File: config.mk
export PLATFORM = sky130hd
export DESIGN_NAME = fetch_stage
export DESIGN_NICKNAME = d
export VERILOG_FILES = /design/src/rtl/fetch_stage.sv
export SDC_FILE = /design/constraint.sdc
export NUM_CORES = 1
export LEC_CHECK = 0
export BUFFER_PORTS_ARGS = -buffer_cell sky130_fd_sc_hd__buf_2
export CORE_MARGIN = 2
export CORE_UTILIZATION = 58
export CTS_BUF_LIST = sky130_fd_sc_hd__clkbuf_16
export CTS_CLUSTER_SIZE = 10
export DETAILED_ROUTE_END_ITERATION = 12
export GPL_ROUTABILITY_DRIVEN = 0
export PLACE_DENSITY = 0.87
export SLEW_MARGIN = 25
export SYNTH_ARGS = -nofsm -noshare
export SYNTH_HDL_FRONTEND = slang
export SYNTH_SLANG_ARGS = --single-unit
File: constraint.sdc
create_clock -name clk -period 6.55 [get_ports clk]
set_input_delay 0.655 -clock clk [delete_from_list [all_inputs] [get_ports clk]]
set_output_delay 0.655 -clock clk [all_outputs]
set_load 0.01 [all_outputs]
File: src/rtl/fetch_stage.sv
// Instruction fetch stage and IF/ID register for the five-stage MIPS core.
// Owns the PC, applies decode-stage redirects with branch-delay-slot semantics.
module fetch_stage #(
  parameter logic [31:0] RESET_PC  = 32'h0000_3000,
  parameter int          IM_ADDR_W = 10
) (
  input  logic                 clk,
  input  logic                 reset,
  input  logic                 stall,
  input  logic [1:0]           pc_sel,
  input  logic [31:0]          jr_target,
  output logic [IM_ADDR_W-1:0] im_addr,
  input  logic [31:0]          im_rdata,
  output logic [31:0]          pc_f,
  output logic [31:0]          instr1,
  output logic [31:0]          pc4_d,
  output logic [31:0]          pc8_d,
  output logic                 fetch_err
);

  typedef enum logic [1:0] {
    SEL_SEQ = 2'b00,
    SEL_BEQ = 2'b01,
    SEL_J   = 2'b10,
    SEL_JR  = 2'b11
  } pc_sel_e;

  typedef struct packed {
    logic [31:0] instr;
    logic [31:0] pc4;
  } ifid_t;

  // 33-bit so a full 2^30-word window does not overflow the bound.
  localparam logic [32:0] IM_BYTES = 33'd1 << (IM_ADDR_W + 2);
  localparam logic [31:0] NOP      = 32'h0000_0000;

  ifid_t       ifid_q;
  logic [31:0] pc_off;
  logic [31:0] pc_seq;
  logic [31:0] br_tgt;
  logic [31:0] j_tgt;
  logic [31:0] pc_next;
  logic [31:0] fetch_word;
  logic        legal;

  assign pc_off  = pc_f - RESET_PC;
  assign im_addr = pc_off[IM_ADDR_W+1:2];

  // Once pc_f >= RESET_PC the offset cannot wrap, so the upper bound is a plain compare.
  assign legal = (pc_f[1:0] == 2'b00) && (pc_f >= RESET_PC) &&
                 ({1'b0, pc_off} < IM_BYTES);

  assign fetch_word = legal ? im_rdata : NOP;

  assign pc_seq = pc_f + 32'd4;
  assign br_tgt = ifid_q.pc4 + {{14{ifid_q.instr[15]}}, ifid_q.instr[15:0], 2'b00};
  assign j_tgt  = {ifid_q.pc4[31:28], ifid_q.instr[25:0], 2'b00};

  always_comb begin
    pc_next = pc_seq;
    case (pc_sel_e'(pc_sel))
      SEL_SEQ: pc_next = pc_seq;
      SEL_BEQ: pc_next = br_tgt;
      SEL_J:   pc_next = j_tgt;
      SEL_JR:  pc_next = jr_target;
      default: pc_next = pc_seq;
    endcase
  end

  // The delay slot is whatever sits in F during a redirect; it is always captured.
  always_ff @(posedge clk) begin
    if (!reset) begin
      pc_f      <= RESET_PC;
      ifid_q    <= '0;
      fetch_err <= 1'b0;
    end else if (!stall) begin
      pc_f         <= pc_next;
      ifid_q.instr <= fetch_word;
      ifid_q.pc4   <= pc_seq;
      fetch_err    <= fetch_err | ~legal;
    end
  end

  assign instr1 = ifid_q.instr;
  assign pc4_d  = ifid_q.pc4;
  assign pc8_d  = ifid_q.pc4 + 32'd4;

endmodule

==> flow_summary.toml, run 1 <==
[status]
status = "complete, no violations"

[logic_synthesis]
syn_inst = 996
yosysWarningCount = 0
ys.flop_type = "dfxtp_1"
ys_ff_latch = 97
syn-num-nets = 1098
netlist_area_um2 = 7380
syn_avg_cell_area_um2 = 7.41
seq_area_frac_synth_pct = 26.3
synthArstFlopShare_pct = 0
synth-edff-count = 0
netlist-cell-type-count = 67

[sta]
relSlewSlack_pct = 42.2
final_hold_viol_count = 0
post-route-min-period_ps = 3430
fin_ws_ps = 3120
max_freq_mhz = 292
tightest_slew_ps = 867
period_share_pct = 52.3
grt_setup_unrepaired = "false"
fin_skew_ps = 12.0
maxSlewViolCount = 0
setup_viol = 0
tns_ps = 0
finalHoldWorstSlack_ps = 482

[detailed_routing]
ant_nets = 0
post-route-drc-count = 0
vias_per_cell = 6.01
routed_wl_mm = 22.7
wl_per_cell_um = 17.2
vias = 7933
drt_iter0_drc = 734
first_pass_iters = 5

[floorplan]
core_area_um2 = 12500
ios = 208
chipHeight_um = 117
rows = 41
die_area_um2 = 13600
die_x_um = 117
initial_core_util_pct = 59.0

[finish]
fillCellCount = 1054
regArea_um2 = 1940
mostFrequentLayoutCell = "buf_2"
syn_to_final_growth_pct = 17.0
drive_gt1_share_pct = 22.2
finalNetCount = 1246
multi_input_area_um2 = 5030
diodes = 0
final_cells = 1321
final_cell_mix = "buf_2 (206), nand2_1 (173), dfxtp_1 (97), o21ai_0 (95), nor2_1 (66)"

[worst_setup_path]
worstSetupPathType = "reg2out"
start_kind = "flop"
crit_path_cell_trace = "and3_1 > and3_1 > and2_1 > and4_1 > and3_1 > nand4_1 > nand2b_1 > xnor2_1 > buf_2"
required_ps = 5890
path_delay_family = "simple AND/OR/NAND/NOR gates"
critPathMostFrequentCell = "and3_1"
slowest_stage = "dfxtp_1"
cpPeakStageDelay_ps = 440
worst-path-buf-inv = 1
worstSetupEndpointType = "primary output"
path_max_fanout = 7
critPathArrivalTime_ps = 2770
rrSetupSlack_ps = 3370

[global_route]
grt_max_degree = 99
first_global_vias = 6982
grt_usage_pct = 33.0
antenna_found_initial = 0
grt_pass1_wl_mm = 35.5
gr-total-overflow = 0

[clock_network]
cts_sinks = 97
cts_setup_buffers = 0
numCtsBuffers = 9
cts.hold.buffers_added = 0
h-tree-depth = 3
ctsRootBufferMaster = "clkbuf_16"
clock_latency_ps = 360
cts.repair.resized = 0
tritoncts = "yes"
clock_path_buffers = 2
clk_pin_slew_ps = 80

[worst_hold_path]
hold_class = "reg2reg"

[placed_design]
placedCellCount = 1305
io_buffers = 207
pre_cts_ws_ps = 3450
dpl.hpwl_mm = 16.3

[power]
power.density_nw_per_um2 = 170
ir_drop_mv = 0.113
p_leak_nw = 4.09
power_mw = 1.46

[job]
max_cap_viol_count = 0
[path summary, 6_finish.rpt]
kind / start / cells after the start / end
hold reg to reg: fetch_err / 1 / fetch_err
setup reg to reg: instr1[15] / 9 / pc_f[28]
setup / recovery: pc4_d[5] / 9 / pc8_d[29]
hold / removal: fetch_err / 1 / fetch_err
[power by group]
group,internal [mW],total [mW],switching (mW)
Combinational,0.113,0.266,0.153
Sequential,0.615,0.664,0.0497
Clock,0.270,0.535,0.265
[final cells by class]
type | instances | area share, %
flip-flops and latches | 97 | 22.5
clock buffers | 9 | 2.61
inverters | 19 | 0.825
well taps | 172 | 2.49
clock inverters | 7 | 0.768
multi-input cells | 803 | 58.2
repair buffers | 214 | 12.6
[flip-flops by register name, indices dropped and copies added, names as in the netlist]
| name | flops |
|---|---|
| instr1 | 32 |
| pc4_d | 32 |
| pc_f | 32 |
| fetch_err | 1 |
[worst register-to-register path, delay by kind of cell, from the launching register on]
kind | cells | cell delay [ps]
flops | 1 | 770
fa+ha+maj | 1 | 420
compound gates | 5 | 1030
simple gates | 3 | 900
[cell usage after synthesis, types with 18 or more instances]
| cell type | instances | area [um2] |
|---|---|---|
| clkbuf_1 | 56 | 210 |
| a21o_1 | 18 | 135 |
| nand2_1 | 173 | 649 |
| xor2_1 | 27 | 236 |
| xnor2_1 | 42 | 368 |
| nand3_1 | 33 | 165 |
| nor2_1 | 66 | 248 |
| inv_1 | 18 | 67.6 |
| and2_1 | 57 | 357 |
| o21ai_0 | 95 | 475 |
| mux2i_1 | 19 | 190 |
| dfxtp_1 | 97 | 1940 |
| a21oi_1 | 55 | 275 |
| ha_1 | 32 | 400 |
[logic make-up (layout without fill, tap and decap cells)]
kind of cell | count (synthesis) | count (layout) | share of synthesized area [%]
buffers and inverters | 96 | 249 | 5.66
flip-flops | 97 | 97 | 26.3
XOR/XNOR | 69 | 69 | 8.19
AO/OA/AOI/OAI | 263 | 263 | 22.9
multiplexers | 27 | 27 | 4.41
adder cells (fa/ha/maj) | 33 | 33 | 5.69
AND/OR/NAND/NOR | 411 | 411 | 26.8
[per-layer routing]
layer  routed length (um)  part of all wire (%)  GRT usage, %
met5                    0                     0             0
met4                  655                   2.9          10.9
met3                 2760                    12          6.69
met2                 9910                    44          51.4
met1                 9370                    41          46.1
[stage by stage]
| stage | instance area (um2) | util, % |
|---|---|---|
| 6_report | 8640 | 69.0 |
| 5_1_grt | 8640 | 69.0 |
| 4_1_cts | 8640 | 69.0 |
| 3_5_place_dp | 8350 | 66.7 |
| 3_3_place_gp | 8350 | 66.7 |
| 2_1_floorplan | 7380 | - |
No activity file was read; power rests on OpenSTA's default activity.
==> run 2, diff against run 1 <==
--- a/config.mk
+++ b/config.mk
@@ -7,12 +7,12 @@
 export LEC_CHECK = 0
 export BUFFER_PORTS_ARGS = -buffer_cell sky130_fd_sc_hd__buf_2
 export CORE_MARGIN = 2
-export CORE_UTILIZATION = 58
+export CORE_UTILIZATION = 48
 export CTS_BUF_LIST = sky130_fd_sc_hd__clkbuf_16
 export CTS_CLUSTER_SIZE = 10
 export DETAILED_ROUTE_END_ITERATION = 12
 export GPL_ROUTABILITY_DRIVEN = 0
-export PLACE_DENSITY = 0.87
+export PLACE_DENSITY = 0.76
 export SLEW_MARGIN = 25
 export SYNTH_ARGS = -nofsm -noshare
 export SYNTH_HDL_FRONTEND = slang
==> constraint.sdc (replaced) <==
create_clock -name clk -period 3.05 [get_ports clk]
set_input_delay 0.305 -clock clk [delete_from_list [all_inputs] [get_ports clk]]
set_output_delay 0.305 -clock clk [all_outputs]
set_load 0.01 [all_outputs]
==> run 2 against run 1 <==
  * Flip-flop and latch count unchanged
  * Final cell count rose by 3.9%
  * Via count fell by 0.35%
  * Hold slack got worse by 200 ps
  * Count of clock-buffer cells in the layout is the same
  * Total power increased by 110%
  * Clock power up 100%
  * Critical endpoint unchanged
  * Largest cell class unchanged
==> flow_summary.toml, run 2 (synthesized netlist as in run 1, its figures left out) <==
[status]
status = "complete, no violations"

[placed_design]
dpl_cell_area_um2 = 8630
dpl.hpwl_mm = 18.3
io_buffers = 207

[worst_setup_path]
reg2reg_depth = 11
worstSetupPathType = "reg2out"
path_max_fanout = 6
reg2reg_to = "pc_f[28]"
worstSetupEndpointType = "primary output"
start_kind = "flop"
path_delay_family = "simple AND/OR/NAND/NOR gates"
cpPeakStageDelay_ps = 390
slowest_stage = "dfxtp_2"
r2r-start = "pc4_d[2]"
crit_path_cell_trace = "and3_1 > and3_1 > and2_1 > and4_2 > and3_1 > nand4_1 > nand2b_1 > xnor2_1 > buf_2"
rrSetupSlack_ps = 210
required_ps = 2740
critPathArrivalTime_ps = 2590
worst-path-buf-inv = 1
critPathMostFrequentCell = "and3_1"

[detailed_routing]
first_pass_iters = 5
drt_iter0_drc = 672
vias_per_cell = 5.76
wl_per_cell_um = 17.6
ant_nets = 0
vias = 7905
routed_wl_mm = 24.1
post-route-drc-count = 0

[clock_network]
h-tree-depth = 3
numCtsBuffers = 9
ctsRootBufferMaster = "clkbuf_16"
clock_path_buffers = 2
tritoncts = "yes"
clock_latency_ps = 350
cts.hold.buffers_added = 0
cts_sinks = 97
clk_pin_slew_ps = 70

[finish]
multi_input_area_um2 = 5030
syn_to_final_growth_pct = 20.7
fillCellCount = 1429
fin_area_um2 = 8910
diodes = 0
regArea_um2 = 1950
finalNetCount = 1281
final_cell_mix = "buf_2 (206), nand2_1 (173), o21ai_0 (95), dfxtp_1 (94), nor2_1 (65)"
drive_gt1_share_pct = 24.9
mostFrequentLayoutCell = "buf_2"

[worst_hold_path]
hold_class = "in2reg"
hold_start = "jr_target[0]"
min_delay_path_depth = 3
min_to = "pc_f[0]"

[sta]
final_hold_viol_count = 0
setup_viol = 0
grt_setup_unrepaired = "false"
tns_ps = 0
relSlewSlack_pct = 59.6
maxSlewViolCount = 0
period_share_pct = 94.9
max_freq_mhz = 346
tightest_slew_ps = 606
post-route-min-period_ps = 2890
fin_skew_ps = 6.40

[global_route]
grt_max_degree = 66
first_global_vias = 7194
grt_pass1_wl_mm = 38.0
gr-total-overflow = 0
antenna_found_initial = 0
grt_usage_pct = 29.3

[power]
ir_drop_mv = 0.262
p_leak_nw = 4.26
power.density_nw_per_um2 = 350

[floorplan]
initial_core_util_pct = 48.9
die_area_um2 = 16400
chipHeight_um = 128
die_x_um = 128
core_area_um2 = 15100
ios = 208
rows = 45

[job]
max_cap_viol_count = 0
==> run 2: cell types whose count changed in the layout (fill, tap and decap cells not counted), moves of 2 or more <==
cell      delta
inv_8        -2
dfxtp_1      -3
inv_6        -3
buf_4       +35
clkinv_2     +4
dfxtp_2      +3
==> run 2: worst max path at each step <==
stage / start / to / slack [ps] / depth (start not counted)
CTS: pc4_d[6] / pc8_d[31] / 50 / 9
detailed placement: pc4_d[2] / pc_f[28] / 230 / 11
finish: pc4_d[6] / pc8_d[29] / 160 / 9
global route: pc4_d[6] / pc8_d[31] / 8 / 9
global placement: pc4_d[2] / pc_f[28] / 300 / 11
floorplan: instr1[15] / pc_f[28] / 200 / 9
==> run 2: power breakdown <==
| part | switching (mW) | internal, mW |
|---|---|---|
| Clock | 0.532 | 0.554 |
| Combinational | 0.357 | 0.266 |
| Sequential | 0.0888 | 1.32 |
==> run 2: cell type report <==
type                            count  area share (%)
Timing Repair Buffer              249            15.2
Multi-Input combinational cell    803            56.5
Sequential cell                    97            21.8
Tap cell                          188            2.64
Inverter                           19           0.800
Clock buffer                        9            2.53
Clock inverter                      7           0.520
==> run 2: repair_timing <==
action                                  4_1_cts  5_1_grt
gates resized for setup                       0        5
endpoints found under the setup margin        0        6
setup buffers                                 0        0
==> run 2: worst reg2reg max path, delay by kind of cell, from the launching register on <==
family | cells | cell delay, ps
compound gates | 5 | 1240
fa+ha+maj | 2 | 440
buf+inv | 1 | 90
flops | 1 | 360
simple gates | 3 | 680
==> run 2: through the flow <==
step	power (mW)	hold slack, ps	instances	worst slack [ps]	utilization, %
floorplan	1.80	478	996	197	-
global placement	2.04	449	1356	299	57.2
detailed placement	2.05	453	1356	229	57.2
CTS	3.12	275	1372	54.5	59.0
global route	3.25	287	1372	8.08	59.0
finish	3.12	283	1372	156	59.0
==> run 2: per-layer routing <==
| metal | up-vias | part of all wire [%] | track usage (%) |
|---|---|---|---|
| met5 | - | 0 | 0 |
| met4 | 0 | 2.3 | 9.44 |
| met3 | 41 | 11 | 7.68 |
| met2 | 396 | 43 | 44.2 |
| li1 | 3866 | - | - |
| met1 | 3602 | 44 | 40.8 |
